--- src/rtl/mc_pkg.sv ---
// Shared definitions for the multicycle ARM control unit: state encoding,
// ALUControl codes, condition codes, datapath select encodings and the
// data-processing command decoder.
package mc_pkg;

    localparam int unsigned STATE_W = 4;
    localparam int unsigned ALUOP_W = 3;

    typedef enum logic [STATE_W-1:0] {
        FETCH   = 4'd0,
        DECODE  = 4'd1,
        MEMADR  = 4'd2,
        MEMRD   = 4'd3,
        MEMWB   = 4'd4,
        MEMWR   = 4'd5,
        EXECR   = 4'd6,
        EXECI   = 4'd7,
        ALUWB   = 4'd8,
        BRANCH  = 4'd9,
        MULWAIT = 4'd10
    } stateT;

    localparam logic [ALUOP_W-1:0] ALU_ADD = 3'b000;
    localparam logic [ALUOP_W-1:0] ALU_SUB = 3'b001;
    localparam logic [ALUOP_W-1:0] ALU_AND = 3'b010;
    localparam logic [ALUOP_W-1:0] ALU_ORR = 3'b011;
    localparam logic [ALUOP_W-1:0] ALU_EOR = 3'b100;
    localparam logic [ALUOP_W-1:0] ALU_MOV = 3'b101;
    localparam logic [ALUOP_W-1:0] ALU_MUL = 3'b110;

    localparam logic [3:0] COND_EQ = 4'b0000;
    localparam logic [3:0] COND_NE = 4'b0001;
    localparam logic [3:0] COND_CS = 4'b0010;
    localparam logic [3:0] COND_CC = 4'b0011;
    localparam logic [3:0] COND_MI = 4'b0100;
    localparam logic [3:0] COND_PL = 4'b0101;
    localparam logic [3:0] COND_VS = 4'b0110;
    localparam logic [3:0] COND_VC = 4'b0111;
    localparam logic [3:0] COND_HI = 4'b1000;
    localparam logic [3:0] COND_LS = 4'b1001;
    localparam logic [3:0] COND_GE = 4'b1010;
    localparam logic [3:0] COND_LT = 4'b1011;
    localparam logic [3:0] COND_GT = 4'b1100;
    localparam logic [3:0] COND_LE = 4'b1101;
    localparam logic [3:0] COND_AL = 4'b1110;

    // ImmSrc: 8-bit rotated DP immediate, 12-bit memory offset, 24-bit branch
    localparam logic [1:0] IMM_DP  = 2'b00;
    localparam logic [1:0] IMM_MEM = 2'b01;
    localparam logic [1:0] IMM_BR  = 2'b10;

    // ResultSrc: registered ALU output, memory data, live ALU result
    localparam logic [1:0] RES_ALUOUT = 2'b00;
    localparam logic [1:0] RES_MEM    = 2'b01;
    localparam logic [1:0] RES_ALU    = 2'b10;

    // ALUSrcB: register operand, extended immediate, constant 4
    localparam logic [1:0] SRCB_REG  = 2'b00;
    localparam logic [1:0] SRCB_IMM  = 2'b01;
    localparam logic [1:0] SRCB_FOUR = 2'b10;

    typedef struct packed {
        logic [ALUOP_W-1:0] aluCtrl;
        logic               noWrite;
        logic               flagsAll;
        logic               flagsNZ;
    } dpCtrlT;

    // Map the DP cmd field to ALU op, write-back suppression and flag scope
    function automatic dpCtrlT dpDecode(input logic [3:0] cmd);
        dpCtrlT d;
        d = '{aluCtrl: ALU_ADD, noWrite: 1'b1, flagsAll: 1'b0, flagsNZ: 1'b0};
        case (cmd)
            4'b0100: d = '{aluCtrl: ALU_ADD, noWrite: 1'b0, flagsAll: 1'b1, flagsNZ: 1'b0};
            4'b0010: d = '{aluCtrl: ALU_SUB, noWrite: 1'b0, flagsAll: 1'b1, flagsNZ: 1'b0};
            4'b0000: d = '{aluCtrl: ALU_AND, noWrite: 1'b0, flagsAll: 1'b0, flagsNZ: 1'b1};
            4'b1100: d = '{aluCtrl: ALU_ORR, noWrite: 1'b0, flagsAll: 1'b0, flagsNZ: 1'b1};
            4'b0001: d = '{aluCtrl: ALU_EOR, noWrite: 1'b0, flagsAll: 1'b0, flagsNZ: 1'b1};
            4'b1101: d = '{aluCtrl: ALU_MOV, noWrite: 1'b0, flagsAll: 1'b0, flagsNZ: 1'b1};
            4'b1010: d = '{aluCtrl: ALU_SUB, noWrite: 1'b1, flagsAll: 1'b1, flagsNZ: 1'b0};
            4'b1011: d = '{aluCtrl: ALU_ADD, noWrite: 1'b1, flagsAll: 1'b1, flagsNZ: 1'b0};
            default: d = '{aluCtrl: ALU_ADD, noWrite: 1'b1, flagsAll: 1'b0, flagsNZ: 1'b0};
        endcase
        return d;
    endfunction

endpackage

--- src/rtl/mc_control_unit_cond_check.sv ---
// Combinational ARM condition evaluation against registered NZCV flags.
module cond_check
    import mc_pkg::*;
(
    input  logic [3:0] cond,
    input  logic [3:0] flags,
    output logic       condEx_c
);

    logic n, z, c, v;
    assign {n, z, c, v} = flags;

    // Evaluate the 15 defined codes; 1111 never executes
    always_comb begin
        condEx_c = 1'b0;
        case (cond)
            COND_EQ: condEx_c = z;
            COND_NE: condEx_c = ~z;
            COND_CS: condEx_c = c;
            COND_CC: condEx_c = ~c;
            COND_MI: condEx_c = n;
            COND_PL: condEx_c = ~n;
            COND_VS: condEx_c = v;
            COND_VC: condEx_c = ~v;
            COND_HI: condEx_c = c & ~z;
            COND_LS: condEx_c = ~c | z;
            COND_GE: condEx_c = (n == v);
            COND_LT: condEx_c = (n != v);
            COND_GT: condEx_c = ~z & (n == v);
            COND_LE: condEx_c = z | (n != v);
            COND_AL: condEx_c = 1'b1;
            default: condEx_c = 1'b0;
        endcase
    end

endmodule

--- src/rtl/mc_control_unit.sv ---
// Multicycle ARM control unit: Moore FSM driving datapath strobes/selects,
// internal NZCV flag register and conditional execution.
// Optional multiply support is enabled by defining MC_MUL_EN.
module mc_control_unit
    import mc_pkg::*;
#(
    parameter int unsigned ALUCTRL_W = 3,
    parameter int unsigned MUL_LAT   = 4
) (
    input  logic                 CLK,
    input  logic                 RESETn,
    input  logic [31:0]          Instr,
    input  logic [3:0]           ALUFlags,
    output logic                 PCWrite,
    output logic                 IRWrite,
    output logic                 AdrSrc,
    output logic                 MemW,
    output logic                 RegW,
    output logic                 ALUSrcA,
    output logic [1:0]           ALUSrcB,
    output logic [1:0]           ResultSrc,
    output logic [1:0]           ImmSrc,
    output logic [1:0]           RegSrc,
    output logic [ALUCTRL_W-1:0] ALUControl,
    output logic [3:0]           State
);

    stateT              state, stateNext;
    logic [3:0]         flags;
    logic               condEx;
    logic               flagWrAll, flagWrNZ;
    logic               rdIsPc;
    logic [ALUOP_W-1:0] aluCtrl;
    dpCtrlT             dp;
    logic               unusedInstr;

    assign dp         = dpDecode(Instr[24:21]);
    assign ALUControl = ALUCTRL_W'(aluCtrl);
    assign State      = state;

    cond_check uCond (
        .cond    (Instr[31:28]),
        .flags   (flags),
        .condEx_c(condEx)
    );

`ifdef MC_MUL_EN
    logic       isMul;
    logic [3:0] mulCnt;

    assign isMul       = (Instr[27:22] == 6'b000000) && (Instr[7:4] == 4'b1001);
    assign rdIsPc      = isMul ? (Instr[19:16] == 4'hF) : (Instr[15:12] == 4'hF);
    assign unusedInstr = ^{Instr[11:8], Instr[3:0]};

    // Multiply latency down-counter, loaded on entry to MULWAIT
    always_ff @(posedge CLK or negedge RESETn) begin
        if (!RESETn) begin
            mulCnt <= 4'd0;
        end else if (state == EXECR && isMul) begin
            mulCnt <= 4'(MUL_LAT);
        end else if (state == MULWAIT && mulCnt != 4'd0) begin
            mulCnt <= mulCnt - 4'd1;
        end
    end
`else
    assign rdIsPc      = (Instr[15:12] == 4'hF);
    assign unusedInstr = ^{Instr[19:16], Instr[11:0], 4'(MUL_LAT)};
`endif

    // State register
    always_ff @(posedge CLK or negedge RESETn) begin
        if (!RESETn) begin
            state <= FETCH;
        end else begin
            state <= stateNext;
        end
    end

    // Condition flag register; logical ops and MUL only touch N and Z
    always_ff @(posedge CLK or negedge RESETn) begin
        if (!RESETn) begin
            flags <= 4'b0000;
        end else if (flagWrAll) begin
            flags <= ALUFlags;
        end else if (flagWrNZ) begin
            flags[3:2] <= ALUFlags[3:2];
        end
    end

    // Next-state and Moore output decode; everything forced low in reset
    always_comb begin
        stateNext = state;
        PCWrite   = 1'b0;
        IRWrite   = 1'b0;
        AdrSrc    = 1'b0;
        MemW      = 1'b0;
        RegW      = 1'b0;
        ALUSrcA   = 1'b0;
        ALUSrcB   = SRCB_REG;
        ResultSrc = RES_ALUOUT;
        ImmSrc    = IMM_DP;
        RegSrc    = 2'b00;
        aluCtrl   = ALU_ADD;
        flagWrAll = 1'b0;
        flagWrNZ  = 1'b0;

        case (state)
            FETCH: begin
                IRWrite   = 1'b1;
                PCWrite   = 1'b1;
                ALUSrcA   = 1'b1;
                ALUSrcB   = SRCB_FOUR;
                ResultSrc = RES_ALU;
                stateNext = DECODE;
            end
            DECODE: begin
                case (Instr[27:26])
                    2'b00:   stateNext = Instr[25] ? EXECI : EXECR;
                    2'b01:   stateNext = MEMADR;
                    2'b10:   stateNext = BRANCH;
                    default: stateNext = FETCH;
                endcase
            end
            MEMADR: begin
                ALUSrcB   = SRCB_IMM;
                ImmSrc    = IMM_MEM;
                aluCtrl   = Instr[23] ? ALU_ADD : ALU_SUB;
                RegSrc[1] = ~Instr[20];
                stateNext = Instr[20] ? MEMRD : MEMWR;
            end
            MEMRD: begin
                AdrSrc    = 1'b1;
                stateNext = MEMWB;
            end
            MEMWB: begin
                ResultSrc = RES_MEM;
                RegW      = condEx;
                PCWrite   = condEx & rdIsPc;
                stateNext = FETCH;
            end
            MEMWR: begin
                AdrSrc    = 1'b1;
                MemW      = condEx;
                RegSrc[1] = 1'b1;
                stateNext = FETCH;
            end
            EXECR, EXECI: begin
                if (state == EXECI) begin
                    ALUSrcB = SRCB_IMM;
                    ImmSrc  = IMM_DP;
                end
                aluCtrl   = dp.aluCtrl;
                flagWrAll = condEx & Instr[20] & dp.flagsAll;
                flagWrNZ  = condEx & Instr[20] & dp.flagsNZ;
                stateNext = ALUWB;
`ifdef MC_MUL_EN
                if (state == EXECR && isMul) begin
                    aluCtrl   = ALU_MUL;
                    flagWrAll = 1'b0;
                    flagWrNZ  = 1'b0;
                    stateNext = MULWAIT;
                end
`endif
            end
`ifdef MC_MUL_EN
            MULWAIT: begin
                aluCtrl = ALU_MUL;
                if (mulCnt <= 4'd1) begin
                    flagWrNZ  = condEx & Instr[20];
                    stateNext = ALUWB;
                end
            end
`endif
            ALUWB: begin
                RegW      = condEx & ~dp.noWrite;
                PCWrite   = condEx & ~dp.noWrite & rdIsPc;
                stateNext = FETCH;
            end
            BRANCH: begin
                ALUSrcB   = SRCB_IMM;
                ImmSrc    = IMM_BR;
                ResultSrc = RES_ALU;
                RegSrc[0] = 1'b1;
                PCWrite   = condEx;
                stateNext = FETCH;
            end
            default: stateNext = FETCH;
        endcase

        if (!RESETn) begin
            PCWrite   = 1'b0;
            IRWrite   = 1'b0;
            AdrSrc    = 1'b0;
            MemW      = 1'b0;
            RegW      = 1'b0;
            ALUSrcA   = 1'b0;
            ALUSrcB   = 2'b00;
            ResultSrc = 2'b00;
            ImmSrc    = 2'b00;
            RegSrc    = 2'b00;
            aluCtrl   = ALU_ADD;
            flagWrAll = 1'b0;
            flagWrNZ  = 1'b0;
        end
    end

endmodule

--- config.mk ---
export PLATFORM = sky130hd
export DESIGN_NAME = mc_control_unit
export DESIGN_NICKNAME = d
export VERILOG_FILES = /design/src/rtl/mc_pkg.sv /design/src/rtl/mc_control_unit_cond_check.sv /design/src/rtl/mc_control_unit.sv
export SDC_FILE = /design/constraint.sdc
export NUM_CORES = 1
export LEC_CHECK = 0
export CAP_MARGIN = 0
export CORE_MARGIN = 5
export CORE_UTILIZATION = 34
export DETAILED_ROUTE_END_ITERATION = 10
export PLACE_DENSITY = 0.78
export SYNTH_ARGS = -nofsm -noshare
export SYNTH_HDL_FRONTEND = slang
export SYNTH_SLANG_ARGS = --single-unit
--- constraint.sdc ---
create_clock -name CLK -period 2.43 [get_ports CLK]
set_input_delay 0.3645 -clock CLK [delete_from_list [all_inputs] [get_ports CLK]]
set_output_delay 0.3645 -clock CLK [all_outputs]
set_load 0.05 [all_outputs]
==> run metrics <==
status finished with violations; failing checks negative setup slack; Yosys warning total 0; IO Count 59; share of Yosys cell area claimed by the top area cell type 0.2122; Arr. time, crit path 2.16 ns; Max VDD drop 0.6472 mV; ratio of cells with drive above 1 in the final layout 0.3631; Die H 62.68 um; Crit Path Class reg -> out; critical path's slowest cell dfrtp_1; Slew headroom 0.6639; H-tree depth 1; number of distinct library cells after synthesis 50; setup ws final -0.09510 ns; initial DRC count 48; top cells by area, synth dfrtp_1 (21%), nor2_1 (4.4%), buf_6 (3.6%); Min-Delay Path Class in -> async; crit-path cells or2b_1 > o32a_2 > a41o_1 > and3_4 > a2111oi_4 > buf_12; area grow syn2layout 85.15%; CP endpoint kind output port; WL per Instance 15.32 um; Levels on crit path 6; Total Power between 1 and 1.5 mW; Synth area leader dfrtp_1; Detail Placement HPWL 2418 um; main combinational cell family by area after synthesis simple AND/OR/NAND/NOR gates; top cell family by delay on the critical path compound AO/OA/AOI/OAI gates; LEAKAGE 0.7003 nW; final cell count without fillers 199; number of synthesized flops with an enable pin 0; TritonCTS clock tree done; Worst path max stage delay 0.37 ns; Layout Nets 208; post-placement cell count 194; fin crit share 1.039; unrepaired setup endpoints after global routing true; Placed Area 1694 um2; final setup fails 3; initial antenna violation count 0; worst hold slack between 0.4 and 0.5 ns; Starting Density 0.3481; Residual DRC 0; Required @ worst endpoint 2.07 ns; crit-path max FO 3; first-pass GRT wire length 5043 um; GRT Resource Usage Total 0.1522; routed vias 1,122; GPL Wtd Cong 0.8515; Max-Cap Viols 0; chip width 62.68 um; Slew Viols, Final 0; Max Clock Freq between 300 and 400 MHz; # fillers between 200 and 250; sequential cell area fraction in the yosys report 0.2122; Final Skew 0.005825 ns; adder-cell share of the synthesized area 0; port buffer count 42; crit path time final 2.525 ns; mux contribution to synthesized area 0.06897; final instance area 1747 um2; worst skew pair latency 0.26 ns; CP Buf/Inv Count 1; Synthesized Nets about 150; CTS buffer count 3; vias in the first global route roughly 1,200; clk buf depth 2; Seq cells post-synth 8; xor/xnor share of the synthesized area 0.01857; top layer reached by signal wires met4; vias per cell 5.638; PwrDens 822.2 nW/um2; met2 WL 1540 um; Avg Inst Size Synth just over 8 um2; Hold Vio Cnt, Final 0; post-synthesis compound-gate area fraction 0.2361; CTS root buffer clkbuf_4; Post-Synthesis Cells 114; Post-synth top flop dfrtp_1; hold-fix buffers at CTS 0; setup_tns -0.2196 ns; pin count of the biggest net entering global routing 15; Final ANT Viol Nets 0; clock-pin slew on the worst setup and hold paths about 0.060 ns; Worst Reg-to-Reg Cells 5; Clock Sinks 8; WL final 3048 um; Die ar. 3928 um2; WL met3 175 um; row count 19; overflow left after global routing 0; Post-Synth Simple-Gate Area 0.3753; Worst Tran Pin Value just over 0.5 ns; CP Launch Type flop; synthesized area 943.4 um2; CORE AREA 2710 um2; # diodes 0; DR pass1 iterations 4; Async SR Flop Fraction 1.000; M1 WL 1312 um
==> final cells by class <==
type / instances / area, um2 / share of cell area
multi-input combinational: 94 / 749.5 / 0.4291
timing repair buffer: 61 / 728.2 / 0.4169
sequential: 8 / 200.2 / 0.1146
tap: 31 / 38.79 / 0.02221
clock buffer: 3 / 22.52 / 0.01289
inverter: 2 / 7.507 / 0.004298
==> worst register-to-register path, delay by kind of cell, from the launching register on <==
| family | cells | cell delay, ns |
|---|---|---|
| simple gates | 2 | 0.66 |
| flops | 1 | 0.44 |
| compound gates | 2 | 0.41 |
| mux | 1 | 0.37 |
==> placed cells by master, fill, tap and decap left out, types with 3 or more instances in the layout <==
| cell | count |
|---|---|
| clkdlybuf4s50_1 | 21 |
| buf_4 | 19 |
| buf_12 | 17 |
| nor2_1 | 10 |
| dfrtp_1 | 8 |
| nand2_1 | 7 |
| a31oi_1 | 5 |
| nand2b_1 | 4 |
| o21ai_0 | 4 |
| nor2b_1 | 4 |
| dlygate4sd2_1 | 4 |
| nor3_1 | 3 |
| o211ai_1 | 3 |
| nor3b_1 | 3 |
| mux2_2 | 3 |
| clkbuf_4 | 3 |
==> power breakdown <==
group	internal [mW]	switching [mW]
Sequential	0.170	0.0478
Clock	0.0566	0.0460
Combinational	0.476	0.640
==> registers in the layout, summed over array words and instances, names as in the netlist <==
register  cells
State         4
flags         4
==> logic make-up after synthesis <==
family | Yosys count
and+or+nand+nor | 59
DFF | 8
buffers and inverters | 12
muxes | 6
xor gates and xnor gates | 2
AOI/OAI and AO/OA | 27
==> metal layers <==
layer  track usage  up-vias
met5             0        -
met2        0.2630       42
met4       0.03979        0
met3       0.03957        2
li1              -      543
met1        0.1856      535
==> worst paths after layout <==
check / startpoint / slack (ns) / endpoint
max: flags[1] / -0.1 / PCWrite
min in group CLK: flags[0] / 0.57 / flags[0]
max reg2reg: State[3] / 0.43 / flags[1]
max in group asynchronous: RESETn / 1.82 / flags[2]
min: RESETn / 0.46 / State[1]
min reg2reg: flags[0] / 0.57 / flags[0]
==> synth_stat cells (2+ instances only) <==
| cell type | number |
|---|---|
| nor2_1 | 11 |
| dfrtp_1 | 8 |
| nand2_1 | 7 |
| a31oi_1 | 5 |
| nor3_1 | 5 |
| buf_4 | 4 |
| nand2b_1 | 4 |
| nor2b_1 | 4 |
| nor3b_1 | 4 |
| o21ai_0 | 4 |
| a211oi_1 | 3 |
| buf_6 | 3 |
| mux2_2 | 3 |
| o211ai_1 | 3 |
| and3_1 | 2 |
| inv_1 | 2 |
| mux2i_1 | 2 |
| nand3_1 | 2 |
| nand3b_1 | 2 |
| nand4_1 | 2 |
| nor4_1 | 2 |
| nor4b_1 | 2 |
| or3_1 | 2 |
| xnor2_1 | 2 |
==> stage by stage <==
step	utilization	worst slack (ns)
after floorplan	-	-0.2839
after global placement	0.6251	-0.3023
after detailed placement	0.6251	-0.3339
after CTS	0.6394	-0.1635
after global routing	0.6445	-0.1825
final	0.6445	-0.09510
==> repair_timing <==
| action | CTS | global route |
|---|---|---|
| endpoints found under the setup margin | 3 | 5 |
| buffers inserted | 2 | 0 |
| gates resized for setup | 5 | 2 |
| pin swaps | 6 | 1 |
| cloned | 0 | 0 |
Note: power is estimated with default switching activity, not from simulation.
